## src/rtl/rf_pkg.sv

```systemverilog
// Shared definitions for the reg_f write-back scheduler.
//   ADDR_WIDTH_DEF / WIDTH_DEF : default address / data widths
//   wb_gnt_t                   : identifies the last write-back requester granted
//   REG_ZERO                   : hardwired-zero register index
package rf_pkg;

  localparam int unsigned ADDR_WIDTH_DEF = 4;
  localparam int unsigned WIDTH_DEF      = 8;
  localparam int unsigned NUM_REGS_DEF   = 2 ** ADDR_WIDTH_DEF;

  typedef enum logic {GNT_ALU, GNT_LSU} wb_gnt_t;

  localparam int unsigned REG_ZERO = 0;

endpackage

```

## src/rtl/rf_wb_sched_if.sv

```systemverilog
// Bundle of issue, ALU/LSU write-back and reg_f write-port signals.
//   master : decode/issue + execution units + reg_f side (drives requests)
//   slave  : rf_wb_sched side (drives stall, readies, write port, scoreboard)
interface rf_wb_sched_if #(
  parameter int unsigned ADDR_WIDTH = rf_pkg::ADDR_WIDTH_DEF,
  parameter int unsigned WIDTH      = rf_pkg::WIDTH_DEF
) ();

  localparam int unsigned NUM_REGS = 2 ** ADDR_WIDTH;

  logic                  iss_valid;
  logic                  iss_we;
  logic [ADDR_WIDTH-1:0] iss_rd;
  logic [ADDR_WIDTH-1:0] iss_rs1;
  logic [ADDR_WIDTH-1:0] iss_rs2;
  logic                  iss_stall;

  logic                  alu_valid;
  logic [ADDR_WIDTH-1:0] alu_rd;
  logic [WIDTH-1:0]      alu_data;
  logic                  alu_ready;

  logic                  lsu_valid;
  logic [ADDR_WIDTH-1:0] lsu_rd;
  logic [WIDTH-1:0]      lsu_data;
  logic                  lsu_ready;

  logic                  rwb_we;
  logic [ADDR_WIDTH-1:0] rwb_addr;
  logic [WIDTH-1:0]      rwb_data;
  logic [NUM_REGS-1:0]   busy_vec;
  logic                  wb_err;

  modport master (
    output iss_valid, iss_we, iss_rd, iss_rs1, iss_rs2,
    output alu_valid, alu_rd, alu_data,
    output lsu_valid, lsu_rd, lsu_data,
    input  iss_stall, alu_ready, lsu_ready,
    input  rwb_we, rwb_addr, rwb_data, busy_vec, wb_err
  );

  modport slave (
    input  iss_valid, iss_we, iss_rd, iss_rs1, iss_rs2,
    input  alu_valid, alu_rd, alu_data,
    input  lsu_valid, lsu_rd, lsu_data,
    output iss_stall, alu_ready, lsu_ready,
    output rwb_we, rwb_addr, rwb_data, busy_vec, wb_err
  );

endinterface

```

## src/rtl/rr_arb2.sv

```systemverilog
// Two-way round-robin arbiter, one grant per cycle.
//   clk, rst : clock, synchronous active-high reset
//   req[1:0] : bit 0 = ALU, bit 1 = LSU
//   gnt[1:0] : one-hot grant (combinational), zero while in reset
module rr_arb2
  import rf_pkg::*;
(
  input  logic       clk,
  input  logic       rst,
  input  logic [1:0] req,
  output logic [1:0] gnt
);

  wb_gnt_t last_q, last_d;

  always_comb begin
    gnt    = 2'b00;
    last_d = last_q;
    if (!rst) begin
      if (req == 2'b11) begin
        // Tie: favour whoever was not granted most recently.
        gnt = (last_q == GNT_LSU) ? 2'b01 : 2'b10;
      end else begin
        gnt = req;
      end
      if (gnt[0]) begin
        last_d = GNT_ALU;
      end else if (gnt[1]) begin
        last_d = GNT_LSU;
      end
    end
  end

  // Reset to LSU so the ALU wins the first tie.
  always_ff @(posedge clk) begin
    if (rst) begin
      last_q <= GNT_LSU;
    end else begin
      last_q <= last_d;
    end
  end

endmodule

```

## src/rtl/rf_wb_sched.sv

```systemverilog
// Write-back scheduler and scoreboard for reg_f's single write port.
//   clk, rst : clock, synchronous active-high reset
//   bus      : issue request/stall, ALU and LSU write-back handshakes,
//              registered reg_f write port, busy scoreboard and sticky wb_err
module rf_wb_sched
  import rf_pkg::*;
#(
  parameter int unsigned ADDR_WIDTH = ADDR_WIDTH_DEF,
  parameter int unsigned WIDTH      = WIDTH_DEF
) (
  input logic         clk,
  input logic         rst,
  rf_wb_sched_if.slave bus
);

  localparam int unsigned NUM_REGS = 2 ** ADDR_WIDTH;
  localparam logic [ADDR_WIDTH-1:0] RegZero = ADDR_WIDTH'(REG_ZERO);

  logic [NUM_REGS-1:0]   busy_q, busy_d;
  logic                  rwb_we_q, rwb_we_d;
  logic [ADDR_WIDTH-1:0] rwb_addr_q, rwb_addr_d;
  logic [WIDTH-1:0]      rwb_data_q, rwb_data_d;
  logic                  wb_err_q, wb_err_d;

  logic [1:0]            gnt;
  logic                  xfer;
  logic [ADDR_WIDTH-1:0] wb_rd;
  logic [WIDTH-1:0]      wb_data;
  logic                  iss_stall;
  logic                  iss_accept;

  rr_arb2 u_arb (
    .clk (clk),
    .rst (rst),
    .req ({bus.lsu_valid, bus.alu_valid}),
    .gnt (gnt)
  );

  // Grants only exist for valid requesters, so any grant is a transfer.
  assign xfer    = |gnt;
  assign wb_rd   = gnt[1] ? bus.lsu_rd   : bus.alu_rd;
  assign wb_data = gnt[1] ? bus.lsu_data : bus.alu_data;

  // No bypass: busy stays set through the rwb_we cycle, so dependents wait.
  assign iss_stall = rst | (bus.iss_valid & (busy_q[bus.iss_rs1] | busy_q[bus.iss_rs2] |
                                             (bus.iss_we & busy_q[bus.iss_rd])));
  assign iss_accept = bus.iss_valid & ~iss_stall;

  always_comb begin
    busy_d = busy_q;
    if (rwb_we_q) begin
      busy_d[rwb_addr_q] = 1'b0;
    end
    // Set after clear so a same-register collision leaves the bit set.
    if (iss_accept && bus.iss_we && (bus.iss_rd != RegZero)) begin
      busy_d[bus.iss_rd] = 1'b1;
    end
    busy_d[REG_ZERO] = 1'b0;
  end

  always_comb begin
    rwb_we_d   = 1'b0;
    rwb_addr_d = rwb_addr_q;
    rwb_data_d = rwb_data_q;
    wb_err_d   = wb_err_q;
    if (xfer) begin
      // Writes to x0 complete the handshake but never reach reg_f.
      rwb_we_d   = (wb_rd != RegZero);
      rwb_addr_d = wb_rd;
      rwb_data_d = wb_data;
      if ((wb_rd != RegZero) && !busy_q[wb_rd]) begin
        wb_err_d = 1'b1;
      end
    end
  end

  always_ff @(posedge clk) begin
    if (rst) begin
      busy_q     <= '0;
      rwb_we_q   <= 1'b0;
      rwb_addr_q <= '0;
      rwb_data_q <= '0;
      wb_err_q   <= 1'b0;
    end else begin
      busy_q     <= busy_d;
      rwb_we_q   <= rwb_we_d;
      rwb_addr_q <= rwb_addr_d;
      rwb_data_q <= rwb_data_d;
      wb_err_q   <= wb_err_d;
    end
  end

  assign bus.iss_stall = iss_stall;
  assign bus.alu_ready = gnt[0];
  assign bus.lsu_ready = gnt[1];
  assign bus.rwb_we    = rwb_we_q;
  assign bus.rwb_addr  = rwb_addr_q;
  assign bus.rwb_data  = rwb_data_q;
  assign bus.busy_vec  = busy_q;
  assign bus.wb_err    = wb_err_q;

endmodule

```

## src/flat_wrapper.sv

```systemverilog
// flat-port wrapper written by rule: the top's interface ports become plain ports
module rf_wb_sched_flat import rf_pkg::*;
#(
  parameter int unsigned ADDR_WIDTH = ADDR_WIDTH_DEF,
  parameter int unsigned WIDTH      = WIDTH_DEF
)
  (clk, rst, bus_iss_valid, bus_iss_we, bus_iss_rd, bus_iss_rs1, bus_iss_rs2, bus_alu_valid, bus_alu_rd, bus_alu_data, bus_lsu_valid, bus_lsu_rd, bus_lsu_data, bus_iss_stall, bus_alu_ready, bus_lsu_ready, bus_rwb_we, bus_rwb_addr, bus_rwb_data, bus_busy_vec, bus_wb_err);
  rf_wb_sched_if #(.ADDR_WIDTH(ADDR_WIDTH), .WIDTH(WIDTH)) bus_i ();
  input logic clk;
  input logic rst;
  input wire logic [$bits(bus_i.iss_valid)-1:0] bus_iss_valid;
  input wire logic [$bits(bus_i.iss_we)-1:0] bus_iss_we;
  input wire logic [$bits(bus_i.iss_rd)-1:0] bus_iss_rd;
  input wire logic [$bits(bus_i.iss_rs1)-1:0] bus_iss_rs1;
  input wire logic [$bits(bus_i.iss_rs2)-1:0] bus_iss_rs2;
  input wire logic [$bits(bus_i.alu_valid)-1:0] bus_alu_valid;
  input wire logic [$bits(bus_i.alu_rd)-1:0] bus_alu_rd;
  input wire logic [$bits(bus_i.alu_data)-1:0] bus_alu_data;
  input wire logic [$bits(bus_i.lsu_valid)-1:0] bus_lsu_valid;
  input wire logic [$bits(bus_i.lsu_rd)-1:0] bus_lsu_rd;
  input wire logic [$bits(bus_i.lsu_data)-1:0] bus_lsu_data;
  output wire logic [$bits(bus_i.iss_stall)-1:0] bus_iss_stall;
  output wire logic [$bits(bus_i.alu_ready)-1:0] bus_alu_ready;
  output wire logic [$bits(bus_i.lsu_ready)-1:0] bus_lsu_ready;
  output wire logic [$bits(bus_i.rwb_we)-1:0] bus_rwb_we;
  output wire logic [$bits(bus_i.rwb_addr)-1:0] bus_rwb_addr;
  output wire logic [$bits(bus_i.rwb_data)-1:0] bus_rwb_data;
  output wire logic [$bits(bus_i.busy_vec)-1:0] bus_busy_vec;
  output wire logic [$bits(bus_i.wb_err)-1:0] bus_wb_err;
  assign bus_i.iss_valid = bus_iss_valid;
  assign bus_i.iss_we = bus_iss_we;
  assign bus_i.iss_rd = bus_iss_rd;
  assign bus_i.iss_rs1 = bus_iss_rs1;
  assign bus_i.iss_rs2 = bus_iss_rs2;
  assign bus_i.alu_valid = bus_alu_valid;
  assign bus_i.alu_rd = bus_alu_rd;
  assign bus_i.alu_data = bus_alu_data;
  assign bus_i.lsu_valid = bus_lsu_valid;
  assign bus_i.lsu_rd = bus_lsu_rd;
  assign bus_i.lsu_data = bus_lsu_data;
  assign bus_iss_stall = bus_i.iss_stall;
  assign bus_alu_ready = bus_i.alu_ready;
  assign bus_lsu_ready = bus_i.lsu_ready;
  assign bus_rwb_we = bus_i.rwb_we;
  assign bus_rwb_addr = bus_i.rwb_addr;
  assign bus_rwb_data = bus_i.rwb_data;
  assign bus_busy_vec = bus_i.busy_vec;
  assign bus_wb_err = bus_i.wb_err;
  rf_wb_sched #(.ADDR_WIDTH(ADDR_WIDTH), .WIDTH(WIDTH)) u_core (.clk(clk), .rst(rst), .bus(bus_i));
endmodule
```

## config.mk

```make
export PLATFORM = sky130hd
export DESIGN_NAME = rf_wb_sched_flat
export DESIGN_NICKNAME = d
export VERILOG_FILES = /design/src/rtl/rf_pkg.sv /design/src/rtl/rf_wb_sched_if.sv /design/src/rtl/rr_arb2.sv /design/src/rtl/rf_wb_sched.sv /design/src/flat_wrapper.sv
export SDC_FILE = /design/constraint.sdc
export NUM_CORES = 1
export LEC_CHECK = 0
export CAP_MARGIN = 40
export CORE_ASPECT_RATIO = 1.2
export CORE_MARGIN = 2
export CORE_UTILIZATION = 41
export DETAILED_ROUTE_END_ITERATION = 8
export PLACE_DENSITY = 0.81
export SYNTH_ARGS = -nofsm -noshare
export SYNTH_HDL_FRONTEND = slang
export SYNTH_SLANG_ARGS = --single-unit
```

## constraint.sdc

```tcl
create_clock -name clk -period 1.9 [get_ports clk]
set_clock_uncertainty 0.15 [all_clocks]
set_input_delay 0.19 -clock clk [delete_from_list [all_inputs] [get_ports clk]]
set_output_delay 0.19 -clock clk [all_outputs]
set_load 0.01 [all_outputs]
```

==> metrics.log, run 1 <==
[metrics] routed wire length: 8890 µm
[metrics] power per cell area: about 470 nW/µm²
[metrics] Post-synth top flop: sky130_fd_sc_hd__dfxtp_1
[metrics] setup slack after layout: -306 ps
[metrics] Die X-Extent: 70.3 µm
[metrics] leading area contributor after synthesis: sky130_fd_sc_hd__dfxtp_1
[metrics] die footprint: 5870 µm²
[metrics] number of global-route vias before repair: around 2600
[metrics] post-DR wirelength/cell: ~21 µm
[metrics] Top Ports: 75
[metrics] maximum capacitance violations: 0
[metrics] clock latency on the worst-skew pair: 290 ps
[metrics] Post-Route Hold Slack: 262 ps
[metrics] Synth Area per Inst: a little over 9 µm²
[metrics] Netlist cell types: 50
[metrics] achievable frequency: 453 MHz
[metrics] RR Startpoint: u_core.bus.busy_vec[8]
[metrics] aggregate global-route resource usage: 27.7%
[metrics] buffer cell driving the clock tree root: sky130_fd_sc_hd__clkbuf_8
[metrics] max_slew headroom: 55.1%
[metrics] pin count of the biggest net entering global routing: 22
[metrics] internal power consumption: approximately 1.2 mW
[metrics] Post-CTS Hold Fix Bufs: 0
[metrics] number of slew-limit violations in the final report: 0
[metrics] crit path from: u_core.bus.busy_vec[8]
[metrics] worst slack at placement: -782 ps
[metrics] switching power total: approximately 0.54 mW
[metrics] CTS sink count: 30
[metrics] clock transition time at the flip-flop clock pins of the worst setup and hold paths: 80 ps
[metrics] Die Y: around 84 µm
[metrics] result of the run: complete, but fails checks
[metrics] count of buffers inserted at the top-level ports: 73
[metrics] detail-routed via count per cell: 6.23
[metrics] leakage power summed over all cells: 1.53 nW
[metrics] wire length of the first global-routing pass: between 10000 and 15000 µm
[metrics] number of flip-flops and latches in the synthesized netlist: 30
[metrics] number of synthesized flops with an enable pin: 0
[metrics] RSZ-0062 raised after global routing: true
[metrics] endpoint of the worst hold-timing path: u_core.bus.rwb_addr[1]
[metrics] proportion of total power due to net switching: between 30% and 40%
[metrics] hold wc startpoint: bus_alu_valid
[metrics] FF-to-FF End: u_core.bus.busy_vec[1]
[metrics] cell area after placement: 3320 µm²
[metrics] buffers from clock root to sink, at most: 2
[metrics] CTS tree: yes
[metrics] Starting Density: 43.1%
[metrics] kind of end point of the critical path: flop
[metrics] Area Overhead vs Synth: 72.9%
[metrics] share of power burned in the clock network: around a third
[metrics] minimum setup slack among reg-to-reg paths: -310 ps
[metrics] Design Area, Final: around 3700 µm²
[metrics] initial antenna violation count: 0
[metrics] drt initial violations: 193
[metrics] final routed DRC violation total: 0
[metrics] fraction of layout instances using a drive strength above 1: 36.5%
[metrics] final hold violations: 0
[metrics] number of buffers added by the clock tree synthesis step: 5
[metrics] kind of start point of the critical path: flop
[metrics] share of power burned in combinational logic: ~29%
[metrics] cell count after synthesis: roughly 240
[metrics] violations in the final reports: setup timing
[metrics] number of placed instances, taps included: 410
[metrics] Final setup violation count: 17
[metrics] Worst IR Drop VDD: 0.458 mV
[metrics] commonest non-fill, non-tap cells in the layout: sky130_fd_sc_hd__clkdlybuf4s50_1 (62), sky130_fd_sc_hd__buf_4 (51), sky130_fd_sc_hd__mux2i_1 (23), sky130_fd_sc_hd__nor2_1 (19), sky130_fd_sc_hd__dfxtp_1 (19)
[metrics] via total after detailed routing: 2631
[metrics] commonest non-fill, non-tap cell in the layout: sky130_fd_sc_hd__clkdlybuf4s50_1
[metrics] transition time at the pin with the least slew margin: approximately 670 ps
[metrics] share of synthesized registers carrying an async set or reset: 0%
[metrics] share of Yosys cell area claimed by the top area cell type: approximately 28%
[metrics] Worst Hold Path Cells: 3
[metrics] share of the yosys chip area belonging to registers: 27.8%
[metrics] htree depth: 2
[metrics] syn nets: 278
[metrics] synthesized area: 2160 µm²
[metrics] synthesis warning total: 0
[metrics] post-layout minimum cycle time: 2210 ps
[metrics] GP Congestion: 0.932
[metrics] Hold Path Class: primary input to flop
[metrics] Final Net Count: roughly 400
[metrics] drt pass-1 iters: 5
[metrics] core area: around 5000 µm²
[metrics] post-route clock period utilization: 116%
[metrics] arrival time at the worst endpoint: between 2000 and 2500 ps
[metrics] Row Count: 28
[metrics] portion of total power attributed to sequential cells: 39.3%
[metrics] antenna-violating nets left: 0
[metrics] main area contributors after synthesis: sky130_fd_sc_hd__dfxtp_1 (28%), sky130_fd_sc_hd__mux2i_1 (12%), sky130_fd_sc_hd__mux4_2 (9.4%), sky130_fd_sc_hd__a211oi_1 (5.2%), sky130_fd_sc_hd__nand2_1 (3.3%)
[metrics] final instance count without filler cells: around 420
[metrics] total global routing overflow: 0
[metrics] type of the setup path with the least slack: flop to flop
[metrics] HPWL after detailed placement: 5790 µm
[metrics] largest fanout on the critical path: 7
[metrics] reg2reg path depth: 7
[metrics] Diodes inserted: 0
[metrics] Required @ worst endpoint: 1930 ps
## cells in the mapped netlist, drive strengths merged (3+ instances only)
cell	number
a211oi	15
a21oi	4
buf	12
clkbuf	7
dfxtp	30
inv	7
mux2i	26
mux4	10
nand2	20
nand2b	9
nand3	14
nand3b	3
nor2	20
nor2b	6
o211ai	8
o21ai	5
o311ai	3
o31ai	11
o41ai	4
## kinds of logic (layout without fill, tap and decap cells)
kind of cell	after synthesis	after routing	share of synthesized area, %
AND/OR/NAND/NOR	82	82	20.1
other	1	1	0.174
multiplexers	38	38	23.9
AO/OA/AOI/OAI	59	59	21.6
flip-flops	30	30	27.8
buffers and inverters	26	152	6.49
## what timing repair did
action,in CTS,in global routing
pin swaps,13,7
resized for setup,48,36
setup endpoints to repair,20,20
buffers inserted,2,3
## per-layer routing
layer  GRT usage, %  vias up  share of wire [%]
li1               -     1146                  -
met1           32.1     1235                 37
met2           46.8      190                 50
met3           3.99       60                6.4
met4           17.7        0                6.3
met5              0        -                  0
## worst max-delay path, cell delays in order (launching register included)
cell                      delay, ps
sky130_fd_sc_hd__dfxtp_4        380
sky130_fd_sc_hd__buf_6          120
sky130_fd_sc_hd__mux4_2         460
sky130_fd_sc_hd__nand2_2         90
sky130_fd_sc_hd__a21oi_2         60
sky130_fd_sc_hd__nor3_2         240
sky130_fd_sc_hd__nand3_4        220
sky130_fd_sc_hd__o41ai_4        390
## state kept, by name, summed over array words and instances, names as in the netlist
name                 count
u_core.bus.busy_vec     15
u_core.bus.rwb_data      8
u_core.bus.rwb_addr      4
u_core.bus.rwb_we        1
u_core.bus.wb_err        1
u_core.u_arb.last_q      1
## stage by stage
stage	power [mW]	TNS [ps]	utilization, %
3_5_place_dp	1.15	-14280	66.3
3_3_place_gp	1.14	-12790	66.3
6_report	1.74	-4540	74.5
2_1_floorplan	0.903	0	-
5_1_grt	1.80	-5990	74.5
4_1_cts	1.70	-3110	71.2
## how the worst max path moves through the flow
stage,to,cells past startpoint
after floorplan,u_core.bus.busy_vec[11],6
after global placement,bus_iss_stall,6
after detailed placement,u_core.bus.busy_vec[5],10
after CTS,bus_iss_stall,5
after global routing,u_core.bus.busy_vec[1],9
final,u_core.bus.busy_vec[1],7
## layout make-up
type	count	area, µm²
Multi-Input combinational cell	180	1640
Fill cell	307	1280
Timing Repair Buffer	137	1260
Sequential cell	30	632
Clock buffer	6	82.6
Tap cell	60	75.1
Inverter	7	26.3
Clock inverter	2	12.5
## power by group through the flow
stage	combinational (mW)	sequential, mW	clock [mW]
6_report	0.501	0.685	0.555
5_1_grt	0.528	0.689	0.584
4_1_cts	0.463	0.689	0.547
3_5_place_dp	0.443	0.705	0
3_3_place_gp	0.437	0.704	0
2_1_floorplan	0.196	0.707	0
Power figures use the tool's default switching activity.
==> run 2: changes to the inputs <==
PLACE_DENSITY = 0.77   (was 0.81)
==> metrics.log, run 2 (synthesis results as in run 1) <==
[metrics] leakage power summed over all cells: 1.50 nW (was 1.53 nW)
[metrics] aggregate global-route resource usage: 26.4% (was 27.7%)
[metrics] number of global-route vias before repair: 2500 (was 2602)
[metrics] clock latency on the worst-skew pair: 290 ps (about the same)
[metrics] Required @ worst endpoint: 1560 ps (was 1930 ps)
[metrics] number of slew-limit violations in the final report: 0 (unchanged)
[metrics] Post-CTS Hold Fix Bufs: 0 (unchanged)
[metrics] post-layout minimum cycle time: 2160 ps (was 2210 ps)
[metrics] max_slew headroom: 59.8% (was 55.1%)
[metrics] Post-Route Hold Slack: 297 ps (was 262 ps)
[metrics] critical-path cell with the highest stage delay: sky130_fd_sc_hd__mux4_2 (unchanged)
[metrics] clock transition time at the flip-flop clock pins of the worst setup and hold paths: 70 ps (was 80 ps)
[metrics] routed wire length: 8510 µm (was 8890 µm)
[metrics] Area Overhead vs Synth: 72.1% (was 72.9%)
[metrics] Worst Hold Path Cells: 3 (unchanged)
[metrics] via total after detailed routing: 2624 (was 2631)
[metrics] count of buffers inserted at the top-level ports: 73 (unchanged)
[metrics] pin count of the biggest net entering global routing: 19 (was 22)
[metrics] kind of start point of the critical path: flop (unchanged)
[metrics] post-DR wirelength/cell: 20.2 µm (was 21.1 µm)
[metrics] minimum setup slack among reg-to-reg paths: -260 ps (was -310 ps)
[metrics] Top Ports: 75 (unchanged)
[metrics] total global routing overflow: 0 (unchanged)
[metrics] Diodes inserted: 0 (unchanged)
[metrics] RSZ-0062 raised after global routing: true (unchanged)
[metrics] Row Count: 28 (unchanged)
[metrics] achievable frequency: 462 MHz (was 453 MHz)
[metrics] largest fanout on the critical path: 4 (was 7)
[metrics] Final Net Count: 403 (unchanged)
[metrics] hold wc startpoint: rst (was bus_alu_valid)
[metrics] CTS sink count: 30 (unchanged)
[metrics] commonest non-fill, non-tap cell in the layout: sky130_fd_sc_hd__clkdlybuf4s50_1 (unchanged)
[metrics] Starting Density: 43.1% (unchanged)
[metrics] GP Congestion: 0.921 (was 0.932)
[metrics] type of the setup path with the least slack: flop to output port (was flop to flop)
[metrics] post-route clock period utilization: 114% (was 116%)
[metrics] power per cell area: 469 nW/µm² (was 466 nW/µm²)
[metrics] endpoint of the worst hold-timing path: u_core.u_arb.last_q (was u_core.bus.rwb_addr[1])
[metrics] arrival time at the worst endpoint: 1820 ps (was 2240 ps)
[metrics] result of the run: complete, but fails checks (unchanged)
[metrics] number of flip-flops in the largest register: 15 (unchanged)
[metrics] initial antenna violation count: 0 (unchanged)
[metrics] cell area after placement: 3330 µm² (was 3320 µm²)
[metrics] CTS tree: yes (unchanged)
[metrics] critical path's largest stage delay: 480 ps (was 460 ps)
[metrics] Final setup violation count: 17 (unchanged)
[metrics] Die X-Extent: 70.3 µm (unchanged)
[metrics] fraction of layout instances using a drive strength above 1: 37.3% (was 36.5%)
[metrics] setup slack after layout: -264 ps (was -306 ps)
[metrics] violations in the final reports: setup timing (unchanged)
[metrics] buffer cell driving the clock tree root: sky130_fd_sc_hd__clkbuf_8 (unchanged)
[metrics] HPWL after detailed placement: 5730 µm (was 5790 µm)
[metrics] RR Startpoint: u_core.bus.busy_vec[15] (was u_core.bus.busy_vec[8])
[metrics] final hold violations: 0 (unchanged)
[metrics] drt pass-1 iters: 7 (was 5)
[metrics] number of buffers added by the clock tree synthesis step: 5 (unchanged)
[metrics] maximum capacitance violations: 0 (unchanged)
[metrics] buffers from clock root to sink, at most: 2 (unchanged)
[metrics] Hold Path Class: primary input to flop (unchanged)
[metrics] FF-to-FF End: u_core.bus.busy_vec[9] (was u_core.bus.busy_vec[1])
[metrics] detail-routed via count per cell: 6.22 (was 6.23)
[metrics] drt initial violations: 241 (was 193)
[metrics] sum of negative setup slack: -3800 ps (was -4540 ps)
[metrics] antenna-violating nets left: 0 (unchanged)
[metrics] wire length of the first global-routing pass: 12300 µm (was 13000 µm)
[metrics] crit path from: u_core.bus.busy_vec[15] (was u_core.bus.busy_vec[8])
[metrics] core area: 5010 µm² (unchanged)
[metrics] cells traversed along the worst timing path: mux4_2 > mux2_4 > mux2i_1 > o211ai_1 > buf_2 (was buf_6 > mux4_2 > nand2_2 > a21oi_2 > nor3_2 > nand3_4 > o41ai_4)
[metrics] die footprint: 5870 µm² (unchanged)
[metrics] Design Area, Final: 3720 µm² (was 3730 µm²)
[metrics] commonest non-fill, non-tap cells in the layout: sky130_fd_sc_hd__clkdlybuf4s50_1 (60), sky130_fd_sc_hd__buf_4 (57), sky130_fd_sc_hd__mux2i_1 (23), sky130_fd_sc_hd__nor2_1 (19) (was sky130_fd_sc_hd__clkdlybuf4s50_1 (62), sky130_fd_sc_hd__buf_4 (51), sky130_fd_sc_hd__mux2i_1 (23), sky130_fd_sc_hd__nor2_1 (19), sky130_fd_sc_hd__dfxtp_1 (19))
[metrics] worst slack at placement: -826 ps (was -782 ps)
[metrics] count of fill cells added during filler insertion: 344 (was 307)
[metrics] Final Power: 1.74 mW (about the same)
[metrics] final routed DRC violation total: 0 (unchanged)
[metrics] Die Y: 83.5 µm (unchanged)
[metrics] reg2reg path depth: 8 (was 7)
[metrics] kind of end point of the critical path: output port (was flop)
[metrics] Worst IR Drop VDD: 0.396 mV (was 0.458 mV)
[metrics] htree depth: 2 (unchanged)
[metrics] transition time at the pin with the least slew margin: 596 ps (was 666 ps)
-- run 2: final cells by class --
class	instances	area (µm²)	area share, %
clock buffers	7	86.3	2.32
clock inverters	1	5.00	0.135
inverters	7	26.3	0.707
multi-input cells	180	1660	44.7
flip-flops and latches	30	626	16.8
well taps	60	75.1	2.02
repair buffers	137	1240	33.3
-- run 2: worst max path at each step --
stage                               to  slack [ps]
5_1_grt         u_core.bus.busy_vec[8]        -340
3_3_place_gp             bus_iss_stall        -760
4_1_cts                  bus_iss_stall        -280
3_5_place_dp             bus_iss_stall        -830
2_1_floorplan  u_core.bus.busy_vec[11]           3
6_report                 bus_iss_stall        -260
-- run 2: what timing repair did --
| item | 4_1_cts | 5_1_grt |
|---|---|---|
| pin swaps | 16 | 3 |
| resized for setup | 62 | 22 |
| setup endpoints to repair | 19 | 20 |
| setup buffers | 2 | 1 |
-- run 2: worst max-delay path, delay by kind of cell, from the launching register on --
kind	cells	cell delay [ps]
compound gates	1	100
buf+inv	1	150
flops	1	360
mux	3	920
-- run 2: stage by stage --
step	instances	util, %
after floorplan	236	-
after global placement	411	66.5
after detailed placement	411	66.5
after CTS	421	71.8
after global routing	422	74.2
final	422	74.2
-- run 2: power breakdown --
part	switching, mW	total, mW	internal (mW)	leakage [nW]
Combinational	0.236	0.499	0.263	1.20
Clock	0.261	0.553	0.292	0.0482
Sequential	0.0352	0.691	0.656	0.253
Total	0.532	1.74	1.21	1.50
-- run 2: metal layers --
layer	vias to the layer above	wire length (µm)	track usage, %
li1	1149	-	-
met1	1240	3000	30.5
met2	174	4270	44.3
met3	61	700	4.95
met4	0	538	16.3
met5	-	0	0
